===== config.mk =====
export PLATFORM = sky130hd
export DESIGN_NAME = m_cycle_sequencer
export DESIGN_NICKNAME = d
export VERILOG_FILES = /design/src/rtl/m_cycle_sequencer.sv
export SDC_FILE = /design/constraint.sdc
export NUM_CORES = 1
export LEC_CHECK = 0
export ABC_AREA = 1
export BUFFER_PORTS_ARGS = -buffer_cell sky130_fd_sc_hd__buf_2
export CORE_UTILIZATION = 53
export CTS_BUF_LIST = sky130_fd_sc_hd__clkbuf_8
export CTS_CLUSTER_DIAMETER = 30
export DETAILED_ROUTE_END_ITERATION = 6
export PLACE_DENSITY = 0.84
export SLEW_MARGIN = 30
export SYNTH_ARGS = -nofsm -noshare
export SYNTH_HDL_FRONTEND = slang
export SYNTH_SLANG_ARGS = --single-unit

===== constraint.sdc =====
create_clock -name clk -period 1.65 [get_ports clk]
set_input_delay 0.33 -clock clk [delete_from_list [all_inputs] [get_ports clk]]
set_output_delay 0.33 -clock clk [all_outputs]
set_load 0.02 [all_outputs]

===== src/rtl/m_cycle_sequencer.sv =====
// m_cycle_sequencer: M-cycle / T-phase sequencer for the CPU controller.
// Tracks the running M-cycle index and T-phase of each instruction, handles
// CB-prefix chaining, conditional early termination, stall freeze and the
// interrupt dispatch sequence.
// Optional HALT state: define M_CYCLE_SEQ_HALT_EN to build it; otherwise
// halt_req is ignored and halted is tied low.
module m_cycle_sequencer #(
   parameter int T_PER_M      = 4,
   parameter int CNT_W        = 3,
   parameter int INT_M_CYCLES = 5
) (
   input  logic                       clk,
   input  logic                       reset,
   input  logic                       ce,
   input  logic                       stall,
   input  logic [CNT_W-1:0]           op_len,
   input  logic                       is_prefix,
   input  logic [CNT_W-1:0]           prefix_len,
   input  logic                       cond_fail,
   input  logic                       irq_take,
   input  logic                       irq_pending,
   input  logic                       halt_req,
   output logic [CNT_W-1:0]           m_cycle,
   output logic [$clog2(T_PER_M)-1:0] t_phase,
   output logic                       m_end,
   output logic                       instr_end,
   output logic                       fetch,
   output logic                       in_prefix,
   output logic                       in_irq,
   output logic                       halted
);

   localparam int TP_W = $clog2(T_PER_M);

   localparam logic [TP_W-1:0]  T_LAST   = TP_W'(T_PER_M - 1);
   localparam logic [CNT_W-1:0] INT_LAST = CNT_W'(INT_M_CYCLES - 1);

   if (T_PER_M < 2) begin : g_bad_t_per_m
      $error("m_cycle_sequencer: T_PER_M must be >= 2");
   end
   if (INT_M_CYCLES < 1 || INT_M_CYCLES > (2 ** CNT_W)) begin : g_bad_int_m
      $error("m_cycle_sequencer: INT_M_CYCLES must be in 1..2**CNT_W");
   end

   typedef enum logic [2:0] {
      ST_FETCH,
      ST_EXEC,
      ST_PFETCH,
      ST_PEXEC,
      ST_INT
`ifdef M_CYCLE_SEQ_HALT_EN
      ,
      ST_HALT
`endif
   } state_t;

   state_t           state_q;
   state_t           state_d;
   logic [CNT_W-1:0] m_d;
   logic [CNT_W-1:0] op_len_q;
   logic [CNT_W-1:0] op_len_d;
   logic [CNT_W-1:0] prefix_len_q;
   logic [CNT_W-1:0] prefix_len_d;
   logic             last_m;

`ifndef M_CYCLE_SEQ_HALT_EN
   logic unused_halt_inputs;
   assign unused_halt_inputs = halt_req ^ irq_pending;
   assign halted             = 1'b0;
`endif

   // Next-state decode; every transition is qualified by m_end so a stall or
   // ce=0 leaves state, index and latched lengths untouched.
   always_comb begin
      m_end        = ce & ~stall & (t_phase == T_LAST);
      state_d      = state_q;
      m_d          = m_cycle;
      op_len_d     = op_len_q;
      prefix_len_d = prefix_len_q;
      last_m       = 1'b0;

      if (m_end) begin
         unique case (state_q)
            ST_FETCH: begin
               op_len_d = op_len;
               if (is_prefix) begin
                  state_d = ST_PFETCH;
                  m_d     = '0;
               end else if (op_len != '0) begin
                  state_d = ST_EXEC;
                  m_d     = CNT_W'(1);
               end else begin
                  last_m = 1'b1;
               end
            end
            ST_EXEC: begin
               if ((m_cycle == op_len_q) || cond_fail) begin
                  last_m = 1'b1;
               end else begin
                  m_d = m_cycle + CNT_W'(1);
               end
            end
            ST_PFETCH: begin
               prefix_len_d = prefix_len;
               if (prefix_len == '0) begin
                  last_m = 1'b1;
               end else begin
                  state_d = ST_PEXEC;
                  m_d     = CNT_W'(1);
               end
            end
            ST_PEXEC: begin
               if (m_cycle == prefix_len_q) begin
                  last_m = 1'b1;
               end else begin
                  m_d = m_cycle + CNT_W'(1);
               end
            end
            ST_INT: begin
               if (m_cycle == INT_LAST) begin
                  state_d = ST_FETCH;
                  m_d     = '0;
               end else begin
                  m_d = m_cycle + CNT_W'(1);
               end
            end
`ifdef M_CYCLE_SEQ_HALT_EN
            ST_HALT: begin
               m_d = '0;
               if (irq_pending) begin
                  state_d = irq_take ? ST_INT : ST_FETCH;
               end
            end
`endif
            default: begin
               state_d = ST_FETCH;
               m_d     = '0;
            end
         endcase

         // Common end-of-instruction exit; HALT only reachable from a
         // single-M-cycle opcode ending in FETCH, and it outranks irq_take.
         if (last_m) begin
            state_d = irq_take ? ST_INT : ST_FETCH;
            m_d     = '0;
`ifdef M_CYCLE_SEQ_HALT_EN
            if ((state_q == ST_FETCH) && halt_req) begin
               state_d = ST_HALT;
            end
`endif
         end
      end

      instr_end = last_m;
   end

   // State, counters, latched lengths and registered state-flag outputs.
   always_ff @(posedge clk) begin
      if (reset) begin
         state_q      <= ST_FETCH;
         m_cycle      <= '0;
         t_phase      <= '0;
         op_len_q     <= '0;
         prefix_len_q <= '0;
         fetch        <= 1'b1;
         in_prefix    <= 1'b0;
         in_irq       <= 1'b0;
`ifdef M_CYCLE_SEQ_HALT_EN
         halted       <= 1'b0;
`endif
      end else begin
         if (ce && !stall) begin
            t_phase <= (t_phase == T_LAST) ? '0 : t_phase + TP_W'(1);
         end
         state_q      <= state_d;
         m_cycle      <= m_d;
         op_len_q     <= op_len_d;
         prefix_len_q <= prefix_len_d;
         fetch        <= (state_d == ST_FETCH) || (state_d == ST_PFETCH);
         in_prefix    <= (state_d == ST_PFETCH) || (state_d == ST_PEXEC);
         in_irq       <= (state_d == ST_INT);
`ifdef M_CYCLE_SEQ_HALT_EN
         halted       <= (state_d == ST_HALT);
`endif
      end
   end

endmodule


==> impl_metrics.py, run 1 <==
metrics = {
    "run_status": {
        "status": "complete, but fails checks",
        "violations": "setup timing",
    },
    "detailed_routing": {
        "first_pass_iters": 4,
        "ant_nets": 0,
        "totalWireLength_mm": 2.22,
        "vias": 1034,
        "drt_iter0_markers": 19,
        "drc": 0,
        "wire_per_inst_microns": 10.6,
        "viasPerCell": 4.92,
    },
    "synthesis": {
        "yosysMostFrequentCell": "nand2_1",
        "yosys_warnings": 0,
        "syn_area_sq_um": 970,
        "postSynthCellCount": 148,
        "async_reset_ff_frac": 0,
        "synth_top_area_cell": "dfxtp_1",
        "synth_edf_count": 0,
        "synth_seq_cells": 17,
        "seq_area_frac_synth": 0.351,
        "synth_fp_nets": 166,
        "syn_avg_cell_area_sq_um": 6.55,
        "synth_flop_cell": "dfxtp_1",
        "synth_top_area_frac": 0.351,
        "synthDistinctLibCells": 22,
        "yosys-top-cells-count": "nand2_1 (35), inv_1 (24), dfxtp_1 (17), nor2_1 (15)",
        "synthTopCellsByArea": "dfxtp_1 (35%), nand2_1 (14%), inv_1 (9.3%)",
    },
    "timing": {
        "final.setup.worst_slack_ps": -102,
        "rsz0062_at_grt": "true",
        "slew_viol_final": 0,
        "hold_violations": 0,
        "period_share": 1.06,
        "fin_crit_ps": 1750,
        "finalSetupViolCount": 2,
        "skew_ps": 4.16,
        "fmax_ghz": 0.571,
    },
    "grt": {
        "grt_max_degree": 11,
        "grt_pass1_wl_mm": 3.48,
        "antenna_found_initial": 0,
        "track_usage": 0.243,
        "grt_overflow": 0,
        "grt_pass1_vias": 887,
    },
    "layout": {
        "antenna_cells": 0,
        "areaGrowthSynthToFinish_pct": 33.3,
        "multi_input_area_sq_um": 547,
        "finalNetCount": 204,
        "seq_area_sq_um": 355,
        "drive_gt1_frac": 0.351,
        "final_cells": 210,
        "num-fill-cells": 150,
    },
    "setup_path": {
        "startpoint_type": "register",
        "critPathRequiredTime_ps": 1320,
        "setup.worst_path.end_class": "output pin",
        "path_class": "register to output pin",
        "r2r-start": "t_phase[0]",
        "arrival_ps": 1420,
        "rrSetupSlack_ps": -30,
        "worstPathMaxFanout": 6,
        "ff2ff_path_depth": 8,
        "r2r-end": "fetch",
    },
    "clocking": {
        "max-clock-path-buffers": 2,
        "clkSlewWorstSetupHoldPaths_ps": 60,
        "tritoncts": "yes",
        "numCtsBuffers": 3,
        "htreeDepth": 1,
        "clk_latency_ps": 260,
        "cts_sinks": 17,
        "cts-root-buf": "clkbuf_8",
    },
    "floorplan": {
        "die_y_microns": 44.8,
        "dieArea_sq_um": 2000,
        "num_rows": 15,
        "dieWidth_microns": 44.8,
        "pin_count": 26,
        "initial_core_util": 0.562,
        "core_sq_um": 1730,
    },
    "power_and_ir_drop": {
        "p_leak_nw": 0.649,
        "p_sw_frac": 0.265,
        "p_int_w": 0.000630,
        "p_switching_w": 0.000228,
        "total_power_w": 0.000857,
        "ir_drop_mv": 0.600,
        "p_per_area_nw_per_um2": 663,
        "pwr-share-clk": 0.370,
        "power_frac_comb": 0.134,
        "pwr-share-seq": 0.496,
    },
    "placement": {
        "gp_congestion": 0.847,
        "placed_cells": 200,
        "port_buffers": 22,
        "pre_cts_ws_ps": 24.2,
        "dp_hpwl_mm": 1.56,
    },
    "flow_run": {
        "drv_cap": 0,
    },
    "min_path": {
        "min_to": "prefix_len_q[1]",
        "hp-class": "input pin to register",
        "min_from": "prefix_len[1]",
        "holdPathStages": 3,
    },
}
[sequential cells by signal, indices dropped and copies added, names as in the netlist]
signal and count:
m_cycle 3, in_prefix 1, in_irq 1, state_q 3, prefix_len_q 3, fetch 1, t_phase 2, op_len_q 3
[worst max-delay path: stages, from the launching register on]
cell     delay, ps
dfxtp_4        370
nor2_4         120
nand2_2         80
nor2_2         120
nand2_1         60
nand2_1         80
nor2_2          60
nand2_2         70
nand2_2         50
inv_2           50
buf_6          100
[metrics by stage]
stage,hold WS [ps],setup TNS [ps],utilization,area [sq um]
floorplan,399,0,-,970
global placement,457,0,0.665,1150
detailed placement,466,0,0.665,1150
CTS,307,-80.6,0.731,1260
global route,311,-409,0.749,1290
finish,310,-131,0.749,1290
[worst max path at each step]
stage,start,endpoint,slack (ps),cells past startpoint
floorplan,m_cycle[1],instr_end,80,10
detailed placement,prefix_len[0],instr_end,20,9
global placement,prefix_len[0],instr_end,70,9
finish,state_q[0],instr_end,-100,10
CTS,state_q[0],instr_end,-80,10
global route,state_q[0],instr_end,-180,10
[power by group through the flow]
stage               Combinational (W)  Clock (W)  Sequential [W]
floorplan                   0.0000582          0        0.000449
global placement             0.000103          0        0.000438
detailed placement           0.000107          0        0.000439
CTS                          0.000113   0.000324        0.000426
global route                 0.000128   0.000335        0.000426
finish                       0.000115   0.000317        0.000425
[logic make-up after synthesis]
kind of cell	count (synthesis)	share of synthesized area
compound gates	24	0.133
xor+xnor	2	0.0181
fa+ha+maj	3	0.0387
buf+inv	27	0.108
flops	17	0.351
other cells	1	0.00387
simple gates	74	0.347
[metal layers]
layer	up-vias	share of wire	GRT usage
li1	535	-	-
met1	453	0.45	0.294
met2	37	0.47	0.394
met3	9	0.050	0.0400
met4	0	0.032	0.170
met5	-	0	0
[what timing repair did]
action	CTS	global route
pin swaps	4	4
setup endpoints to repair	1	7
cloned	0	0
hold buffers	0	0
setup buffers	4	2
gates resized for setup	18	5
[layout make-up]
| type | count | share of cell area |
|---|---|---|
| repair buffers | 34 | 0.163 |
| well taps | 25 | 0.0242 |
| flip-flops and latches | 17 | 0.275 |
| clock inverters | 1 | 0.00387 |
| inverters | 26 | 0.0794 |
| clock buffers | 3 | 0.0319 |
| multi-input cells | 104 | 0.423 |
[layout by cell type (no fill, tap or decap)]
master / instances
o21ai_0: 9
nand2_1: 31
clkbuf_8: 3
nor2_2: 4
nand2_2: 9
inv_2: 2
xnor2_1: 2
inv_1: 23
nor3_1: 5
o21a_1: 1
clkinv_4: 1
nand2_4: 1
a21oi_1: 10
conb_1: 1
nor2_4: 2
buf_2: 21
ha_1: 3
dfxtp_4: 3
dfxtp_1: 11
nand3_1: 6
nor3_2: 1
o22ai_1: 1
nand3_2: 1
o211a_1: 1
dfxtp_2: 3
buf_4: 11
nor2_1: 14
o21ai_1: 2
buf_6: 2
clkinv_2: 1
No activity file was read; power rests on OpenSTA's default activity.
==> run 2: changes to the inputs <==
--- a/config.mk
+++ b/config.mk
@@ -12,6 +12,7 @@
 export CTS_CLUSTER_DIAMETER = 30
 export DETAILED_ROUTE_END_ITERATION = 6
 export PLACE_DENSITY = 0.84
+export RECOVER_POWER = 100
 export SLEW_MARGIN = 30
 export SYNTH_ARGS = -nofsm -noshare
 export SYNTH_HDL_FRONTEND = slang
==> run 2 against run 1 <==
Against the previous run:
- the run still ends with setup timing left
- die area did not move
- setup slack improved by 5.6 ps
- critical path depth did not move
- highest routed layer unchanged
==> impl_metrics.py, run 2 (synthesis results as in run 1) <==
metrics = {
    "grt": {
        "track_usage": 0.243,
        "grt_pass1_wl_mm": 3.48,
        "antenna_found_initial": 0,
        "grt_pass1_vias": 887,
        "grt_overflow": 0,
        "grt_max_degree": 11,
    },
    "layout": {
        "stdcell_area_sq_um": 1280,
        "layout_commonest_cell": "nand2_1",
        "antenna_cells": 0,
        "finalNetCount": 204,
        "final_cell_mix": "nand2_1 (31), inv_1 (23), nor2_1 (14)",
        "areaGrowthSynthToFinish_pct": 32.3,
        "drive_gt1_frac": 0.308,
        "final_cells": 210,
    },
    "timing": {
        "period_share": 1.06,
        "skew_ps": 3.89,
        "fin_crit_ps": 1750,
        "fmax_ghz": 0.572,
        "finalSetupViolCount": 2,
        "slew_viol_final": 0,
        "whs_ps": 310,
        "final.setup.worst_slack_ps": -96.9,
        "hold_violations": 0,
        "rsz0062_at_grt": "true",
    },
    "flow_run": {
        "drv_cap": 0,
    },
    "clocking": {
        "clk_latency_ps": 260,
        "ctsHoldBuffers": 0,
        "htreeDepth": 1,
        "clkSlewWorstSetupHoldPaths_ps": 60,
        "cts-root-buf": "clkbuf_8",
        "cts_sinks": 17,
        "tritoncts": "yes",
        "numCtsBuffers": 3,
        "max-clock-path-buffers": 2,
    },
    "floorplan": {
        "initial_core_util": 0.562,
        "pin_count": 26,
        "die_y_microns": 44.8,
        "dieWidth_microns": 44.8,
        "dieArea_sq_um": 2000,
        "core_sq_um": 1730,
        "num_rows": 15,
    },
    "placement": {
        "placed_cells": 200,
        "gp_congestion": 0.847,
        "port_buffers": 22,
        "dpl_cell_area_sq_um": 1150,
        "dp_hpwl_mm": 1.56,
        "pre_cts_ws_ps": 24.2,
    },
    "power_and_ir_drop": {
        "p_sw_frac": 0.266,
        "p_switching_w": 0.000227,
        "total_power_w": 0.000855,
        "p_int_w": 0.000627,
        "p_leak_nw": 0.618,
        "ir_drop_mv": 0.599,
        "power_frac_comb": 0.132,
        "pwr-share-seq": 0.498,
        "pwr-share-clk": 0.370,
        "p_per_area_nw_per_um2": 667,
    },
    "detailed_routing": {
        "ant_nets": 0,
        "first_pass_iters": 4,
        "wire_per_inst_microns": 10.6,
        "drt_iter0_markers": 18,
        "totalWireLength_mm": 2.22,
        "drc": 0,
        "vias": 1029,
        "viasPerCell": 4.90,
    },
    "setup_path": {
        "cp_common_cell": "nand2_2",
        "cp_cell_sequence": "nor2_4, nand2_2, nor2_2, nand2_1, nand2_1, nor2_2, nand2_2, nand2_2, inv_2, buf_6",
        "cpMaxStageDelayCell": "dfxtp_4",
        "worstPathMaxFanout": 6,
        "startpoint_type": "register",
        "critPathRequiredTime_ps": 1320,
        "cpPeakStageDelay_ps": 370,
        "arrival_ps": 1420,
        "path_class": "register to output pin",
        "setup.worst_path.end_class": "output pin",
    },
    "run_status": {
        "status": "complete, but fails checks",
        "violations": "setup timing",
    },
    "min_path": {
        "hp-class": "input pin to register",
    },
}
-- run 2: cell types whose count changed in the layout (fill, tap and decap cells not counted) --
cell      delta
clkbuf_1     +8
buf_2        -8
-- run 2: per-layer routing --
metal	GRT usage	vias to the layer above	routed length (microns)	part of all wire
li1	-	535	-	-
met1	0.294	450	1010	0.45
met2	0.394	35	1040	0.47
met3	0.0400	9	99	0.045
met4	0.170	0	72	0.032
met5	0	-	0	0
-- run 2: area by class of cell --
| class | count | area (sq um) |
|---|---|---|
| clock buffers | 3 | 41.3 |
| repair buffers | 34 | 200 |
| clock inverters | 1 | 5.00 |
| multi-input cells | 104 | 547 |
| flip-flops and latches | 17 | 355 |
| fillers | 153 | 444 |
| inverters | 26 | 103 |
| well taps | 25 | 31.3 |
-- run 2: worst max-delay path, delay by kind of cell, from the launching register on --
family	cells	cell delay, ps
and+or+nand+nor	8	630
DFF	1	370
buffers and inverters	2	150
-- run 2: power by group through the flow --
stage	logic [W]	clock network, W	registers (W)
2_1_floorplan	0.0000582	0	0.000449
3_3_place_gp	0.000103	0	0.000438
3_5_place_dp	0.000107	0	0.000439
4_1_cts	0.000113	0.000324	0.000426
5_1_grt	0.000126	0.000335	0.000426
6_report	0.000113	0.000317	0.000426
-- run 2: path summary, 6_finish.rpt --
check             cells after the start         endpoint  slack [ps]          start
hold / removal                        3  prefix_len_q[1]         310  prefix_len[1]
setup reg to reg                      8            fetch         -30     t_phase[0]
setup / recovery                     10        instr_end        -100     state_q[0]
hold reg to reg                       2      op_len_q[2]         480    op_len_q[2]
-- run 2: timing repair --
action,4_1_cts,5_1_grt
cloned,0,0
setup buffers,4,2
gates resized for setup,18,5
pin swaps,4,4
endpoints found under the setup margin,1,7
hold endpoints to repair,0,0
-- run 2: metrics by stage --
step           TNS, ps  utilization
6_report          -127        0.743
5_1_grt           -424        0.743
4_1_cts          -80.6        0.731
3_5_place_dp         0        0.665
3_3_place_gp         0        0.665
2_1_floorplan        0            -
